--- src/rtl/n64_vgen.sv ---
// rtl/n64_vgen.sv - synthetic N64 VI bus source (sync nibble + RGB), NTSC/PAL, 240p/480i
// Optional feature macro: N64_VGEN_COLORBARS_EN (8 vertical colour bars instead of flat grey).
module n64_vgen #(
    parameter logic [9:0] H_TOTAL_NTSC = 10'd773,
    parameter logic [9:0] H_TOTAL_PAL  = 10'd794,
    parameter logic [9:0] H_SYNC_W     = 10'd57,
    parameter logic [9:0] CLAMP_W      = 10'd30,
    parameter logic [9:0] H_ACT_START  = 10'd108,
    parameter logic [9:0] H_ACT_W      = 10'd640,
    parameter logic [8:0] V_SYNC_LINES = 9'd3,
    parameter logic [8:0] V_ACT_START  = 9'd18,
    parameter logic [8:0] V_ACT_NTSC   = 9'd240,
    parameter logic [8:0] V_ACT_PAL    = 9'd288,
    parameter logic [8:0] V_LINES_NTSC = 9'd263,
    parameter logic [8:0] V_LINES_PAL  = 9'd313
) (
    input  logic       VCLK,
    input  logic       RST,
    input  logic       en_i,
    input  logic       palmode_i,
    input  logic       n64_480i_i,
    output logic       nVDSYNC_o,
    output logic [6:0] D_o,
    output logic [1:0] vmode_o
);
    logic [1:0] phase, phase_n;
    logic [9:0] h, h_n;
    logic [8:0] v, v_n;
    logic       field, field_n;
    logic [1:0] vmode, vmode_n;

    logic [9:0] h_total, h_half;
    logic [8:0] v_last, v_act;
    logic       n_hsync, n_vsync, n_clamp, active;
    logic [6:0] pix;
    logic       nvd_n;
    logic [6:0] d_n;

    always_comb begin
        h_total = vmode[1] ? H_TOTAL_PAL : H_TOTAL_NTSC;
        h_half  = h_total >> 1;
        v_act   = vmode[1] ? V_ACT_PAL : V_ACT_NTSC;
        // Field 1 of an interlaced frame is one line short; together with the
        // mid-line vsync this yields the half-line offset between fields.
        v_last  = (vmode[1] ? V_LINES_PAL : V_LINES_NTSC) - 9'd1
                  - {8'd0, vmode[0] & field};
        n_hsync = !(h < H_SYNC_W);
        n_clamp = !((h >= H_SYNC_W) && (h < H_SYNC_W + CLAMP_W));
        if (field)
            n_vsync = !((v < V_SYNC_LINES - 9'd1) ||
                        ((v == V_SYNC_LINES - 9'd1) && (h < h_half)));
        else
            n_vsync = !((v < V_SYNC_LINES) ||
                        (vmode[0] && (v == v_last) && (h >= h_half)));
        active  = (h >= H_ACT_START) && (h < H_ACT_START + H_ACT_W) &&
                  (v >= V_ACT_START) && (v < V_ACT_START + v_act);
    end

`ifdef N64_VGEN_COLORBARS_EN
    localparam logic [9:0] BAR_W = H_ACT_W >> 3;
    logic [9:0] bar_off;
    logic [2:0] bar_idx;

    always_comb begin
        bar_off = h - H_ACT_START;
        bar_idx = 3'(bar_off / BAR_W);
        case (phase)
            2'd1:    pix = bar_idx[2] ? 7'h7F : 7'h00;
            2'd2:    pix = bar_idx[1] ? 7'h7F : 7'h00;
            default: pix = bar_idx[0] ? 7'h7F : 7'h00;
        endcase
    end
`else
    assign pix = 7'h3F;
`endif

    always_comb begin
        phase_n = phase;
        h_n     = h;
        v_n     = v;
        field_n = field;
        vmode_n = vmode;
        if (en_i) begin
            phase_n = phase + 2'd1;
            if (phase == 2'd3) begin
                if (h == h_total - 10'd1) begin
                    h_n = '0;
                    if (v == v_last) begin
                        v_n = '0;
                        // The requested mode only takes effect at a field-0 start.
                        if (vmode[0] && !field) begin
                            field_n = 1'b1;
                        end else begin
                            field_n = 1'b0;
                            vmode_n = {palmode_i, n64_480i_i};
                        end
                    end else begin
                        v_n = v + 9'd1;
                    end
                end else begin
                    h_n = h + 10'd1;
                end
            end
        end
    end

    always_comb begin
        nvd_n = 1'b1;
        d_n   = 7'h00;
        if (en_i) begin
            if (phase == 2'd0) begin
                nvd_n = 1'b0;
                d_n   = {3'b000, n_vsync, n_clamp, n_hsync, n_vsync & n_hsync};
            end else if (active) begin
                d_n   = pix;
            end
        end
    end

    always_ff @(posedge VCLK) begin
        if (RST) begin
            phase     <= '0;
            h         <= '0;
            v         <= '0;
            field     <= 1'b0;
            vmode     <= {palmode_i, n64_480i_i};
            nVDSYNC_o <= 1'b1;
            D_o       <= 7'h00;
        end else begin
            phase     <= phase_n;
            h         <= h_n;
            v         <= v_n;
            field     <= field_n;
            vmode     <= vmode_n;
            nVDSYNC_o <= nvd_n;
            D_o       <= d_n;
        end
    end

    assign vmode_o = vmode;

endmodule

--- config.mk ---
export PLATFORM = sky130hd
export DESIGN_NAME = n64_vgen
export DESIGN_NICKNAME = d
export VERILOG_FILES = /design/src/rtl/n64_vgen.sv
export SDC_FILE = /design/constraint.sdc
export NUM_CORES = 1
export LEC_CHECK = 0
export ABC_AREA = 1
export BUFFER_PORTS_ARGS = -buffer_cell sky130_fd_sc_hd__buf_2
export CAP_MARGIN = 10
export CORE_AREA = 2 2 63 65
export CTS_CLUSTER_SIZE = 40
export DETAILED_ROUTE_END_ITERATION = 7
export DIE_AREA = 0 0 65 67
export PLACE_DENSITY = 0.78
export SYNTH_ARGS = -nofsm -noshare
export SYNTH_HDL_FRONTEND = slang
export SYNTH_SLANG_ARGS = --single-unit
--- constraint.sdc ---
create_clock -name VCLK -period 2.4 [get_ports VCLK]
set_clock_uncertainty 0.1 [all_clocks]
set_input_delay 0.48 -clock VCLK [delete_from_list [all_inputs] [get_ports VCLK]]
set_output_delay 0.48 -clock VCLK [all_outputs]
set_load 0.1 [all_outputs]
==> After elaboration in Yosys (flattened, before gate mapping) <==
Cells that the tools add are included.
{ "op_classes": {"n_addsub": 7, "mul": 0, "n_div": 0, "order_cmp": 11, "n_eq_ne": 5, "shifts": 0, "n_mux": 16, "bitwise_logic": 3, "n_reduce_logical": 26} }
{ "ops": {"columns": ["cell", "count"], "rows": [
  ["9-bit by 2-bit less-than comparator with 1-bit output (second input constant)", 2],
  ["9-bit 2-to-1 mux", 2],
  ["2-bit 2-to-1 mux", 6],
  ["6-bit 2-to-1 mux", 2],
  ["10-bit by 1-bit adder with 10-bit output (second input constant)", 1],
  ["10-bit == test", 1],
  ["10-bit by 6-bit >= comparator with 1-bit output (second input constant)", 1],
  ["10-bit by 7-bit >= comparator with 1-bit output (second input constant)", 1],
  ["10-bit by 9-bit >= comparator with 1-bit output", 1],
  ["10-bit less-than comparator (second input constant)", 1],
  ["10-bit by 6-bit less-than comparator with 1-bit output (second input constant)", 1],
  ["10-bit by 7-bit less-than comparator with 1-bit output (second input constant)", 1],
  ["10-bit by 9-bit less-than comparator with 1-bit output", 1],
  ["10-bit 2-to-1 mux", 1],
  ["9-bit by 2-bit subtractor with 10-bit output (second input constant)", 1],
  ["5-bit by 9-bit adder with 9-bit output (first input constant)", 1],
  ["9-bit by 1-bit adder with 9-bit output (second input constant)", 1],
  ["9-bit by 2-bit == test with 1-bit output (second input constant)", 1],
  ["9-bit == test", 1],
  ["9-bit by 5-bit >= comparator with 1-bit output (second input constant)", 1],
  ["9-bit less-than comparator", 1],
  ["9-bit by 1-bit subtractor with 9-bit output", 1],
  ["9-bit by 1-bit subtractor with 9-bit output (second input constant)", 1],
  ["1-bit logical AND", 8],
  ["other kinds (18)", 29]
]} }
{ "word_totals": {"ff_bits": 31, "latchBits": 0, "ram_bits": 0, "rom_bits": 0, "input_bits": 5, "out_inout_bits": 10, "wordCells": 76, "mem_count": 0} }

==> Logic depth before layout (Yosys ltp) <==
{ "depth": {"ltp_word": 11, "ltp_mapped": 14, "mapped_depth_nobuf": 14} }

==> Worst setup path after synthesis <==
Ideal clock, no wire load.
{ "synth_path": {"path_kind": "reg-to-reg", "start": "reg vmode[1] (netlist: vmode_o[1])", "end": "reg vmode[0] (netlist: vmode_o[0]), enable pin", "setup_time_ns": 0.310, "arrival_time_ns": 2.416, "slack_ns": -0.426, "stages_incl_launch_ff": 10, "path_buffers": 0, "period_less_slack_ns": 2.826, "path_cell_list": "edfxtp_1 -> inv_1 -> ha_1 -> nand2_1 -> inv_1 -> nand2_1 -> nor2_1 -> and2_2 -> nand3_4 -> o21ai_2"} }
{ "synth_via": {"elab_chain_len": 6} }
{ "synth_rtl": {"columns": ["element", "line_no", "rtl"], "rows": [
  ["start: declaration", "30", "logic [1:0] vmode, vmode_n;"],
  ["start signal: assignment", "126", "vmode <= {palmode_i, n64_480i_i};"],
  ["start signal: assignment", "134", "vmode <= vmode_n;"],
  ["6-bit 2-to-1 mux", "45", "v_last = (vmode[1] ? V_LINES_PAL : V_LINES_NTSC) - 9'd1"],
  ["9-bit by 1-bit subtractor with 9-bit output", "45", null],
  ["9-bit by 1-bit subtractor with 9-bit output", "46", "- {8'd0, vmode[0] & field};"],
  ["9-bit == test", "88", "if (v == v_last) begin"],
  ["2-bit nonzero test (no source line)", null, null],
  ["5-bit AND reduction (no source line) *", null, null]
]} }
Every way passes the cells marked *; elsewhere a longest branch is shown, timed or not.
A chain may end at the register's enable or synchronous reset.

==> Worst setup path after layout <==
Same ends and word-level chain as after synthesis.

==> metrics.cfg <==
[placed_design]
place_hpwl_mm = 3.72
place_ws_ps = 229
dpl-instance-area_sq_um = 2290
gp_congestion = 0.893
portBuffers = 13

[cells_and_area]
final_cell_area_sq_um = 2380
fillers = 334
final_nets = 360
drive_gt1_frac = 0.159
syn_to_final_growth_pct = 10.9
antenna_cells = 0

[detailed_routing]
vias = 2020
drc = 0
avgViaCountPerCell = 5.22
wl_per_cell_um = 12.3
drt-pass1-iter-count = 4
wirelength_mm = 4.78
drtIter0Drc = 145
drtAntennaViolNets = 0

[synthesis]
synth.area.top_cells = dfxtp_1 26%, nand2_1 15%, ha_1 9.3%
netlist_instances = 324
synth.distinct_cells = 35
avgSynthCellArea_sq_um = 6.62
yosys.area.top_type = dfxtp_1
synth_fp_nets = 345
synth.top_cell.area_share = 0.261
syn_area_sq_um = 2140
ys_warn_count = 0
ys_seq_area_frac = 0.289
synth_seq_cells = 30

[die]
start_util = 0.595
rows = 22
core_area_sq_um = 3610
die_height_um = 67
io_pins = 15
die_w_um = 65
die_area_sq_um = 4360

[sta]
fmax_mhz = 461
hold_violations = 0
final-setup-viol-count = 0
setup_ws_ps = 229
finalCritPeriodShare = 0.905
drv_slew = 0
fin_setup_tns_ps = 0
holdWs_ps = 275
timing.final.crit_period_ps = 2170
rsz0062_at_grt = false

[global_routing]
grt_max_degree = 10
grtUsageTotal = 0.241
grt-ovfl-total = 0
grt_pass1_vias = 1765
antenna_found_initial = 0
grt_first_pass_wirelength_mm = 7.86

[worst_setup_path]
crit_fanout = 8
critical_path_arrival_ps = 2050
path_buf_inv = 3
start_kind = flip-flop
slowest_stage = edfxtp_1
critical-path-top-delay-family = flip-flops
slowest_delay_ps = 570
crit_top_cell = inv_4
worst_ep_required_time_ps = 2280
cp-end-kind = flip-flop
path_class = reg2reg
path_cells = inv_4 > ha_4 > nand2_1 > nor2_1 > nand3_1 > inv_2 > nand2_4 > inv_4 > nand3_4 > o21ai_2

[clock_tree]
cts_resized = 0
root_buffer = clkbuf_8
h-tree-depth = 2
path_clk_slew_ps = 60
cts_buffer_depth = 2
clkLatencyLatePin_ps = 280
clock_sinks = 30
ctsHoldBuffers = 0
tritoncts = yes
post_cts_buffers = 0
cts_made_buffers = 5

[worst_hold_path]
worstHoldPathType = in2reg

[job]
maxCapViolations = 0

[outcome]
outcome = finished, final reports clean

[power]
power.density_nw_per_um2 = 449
ir_worst_vdd_v = 0.000322
p_leak_nw = 1.11

[stage by stage]
| stage | util | std cells | total power (W) |
|---|---|---|---|
| 5_1_grt | 0.660 | 387 | 0.00112 |
| 3_3_place_gp | 0.636 | 380 | 0.000670 |
| 6_report | 0.660 | 387 | 0.00107 |
| 4_1_cts | 0.660 | 387 | 0.00108 |
| 3_5_place_dp | 0.636 | 380 | 0.000673 |
| 2_1_floorplan | - | 324 | 0.000647 |
[cell families (layout without fill, tap and decap cells)]
group / after synthesis / after routing / synth area share
other cells: 1 / 1 / 0.00175
fa+ha+maj: 16 / 16 / 0.0933
buf+inv: 59 / 74 / 0.113
xor+xnor: 2 / 2 / 0.00817
compound gates: 38 / 38 / 0.102
flops: 30 / 30 / 0.289
simple gates: 178 / 178 / 0.393
[registers in the layout, indices dropped and copies added, names as in the netlist]
signal and count:
phase 2, h 10, D_o 5, vmode_o 2, nVDSYNC_o 1, field 1
v 9
[routing by layer]
metal	vias up	global-route usage	share of wire
met1	934	0.294	0.47
met5	-	0	0
met3	6	0.0507	0.029
li1	1048	-	-
met2	32	0.407	0.48
met4	0	0.106	0.018
[cells in the mapped netlist, drive strengths merged]
master and instances:
nand4 3, dfxtp 28, nor3b 5, o21ai 13
nand3 20, nand2 91, nor2 47, a21oi 19
nand3b 1, and2 1, a211oi 2, buf 5
clkinv 2, nor3 10, o21bai 1, edfxtp 2
ha 16, a31oi 3, xor2 2, inv 52
conb 1
[power by group]
| group | switching, W | internal, W | total, W | leakage, nW |
|---|---|---|---|---|
| clock | 0.000178 | 0.000227 | 0.000405 | 0.0443 |
| combinational | 0.000103 | 0.0000380 | 0.000141 | 0.817 |
| sequential | 0.00000850 | 0.000512 | 0.000521 | 0.246 |
[cells in the final DEF, fill, tap and decap left out, drive strengths merged, types with 2 or more instances in the layout]
master  Yosys  layout
nor3       10      10
o21ai      13      13
nor3b       5       5
a31oi       3       3
xor2        2       2
buf         5      13
nand2      91      91
nand4       3       3
a211oi      2       2
clkbuf      0       7
ha         16      16
dfxtp      28      28
clkinv      2       2
inv        52      52
a21oi      19      19
nor2       47      47
edfxtp      2       2
nand3      20      20
[worst paths after layout]
| path | cells after the start | start | to | slack, ps |
|---|---|---|---|---|
| max | 10 | vmode_o[1]$_DFFE_PP_ | vmode_o[0]$_DFFE_PP_ | 230 |
| min reg2reg | 2 | phase[1]$_SDFFE_PP0P_ | phase[1]$_SDFFE_PP0P_ | 390 |
| max reg2reg | 10 | vmode_o[1]$_DFFE_PP_ | vmode_o[0]$_DFFE_PP_ | 230 |
| min | 1 | palmode_i | vmode_o[1]$_DFFE_PP_ | 270 |
[final cells by class]
cell class	count	area [sq um]	share of cell area
clock buffer	7	86.3	0.0363
inverter	54	208	0.0873
multi-input combinational	235	1340	0.563
sequential	30	621	0.261
tap	48	60.1	0.0252
timing repair buffer	13	65.1	0.0274
Power figures use the tool's default switching activity.
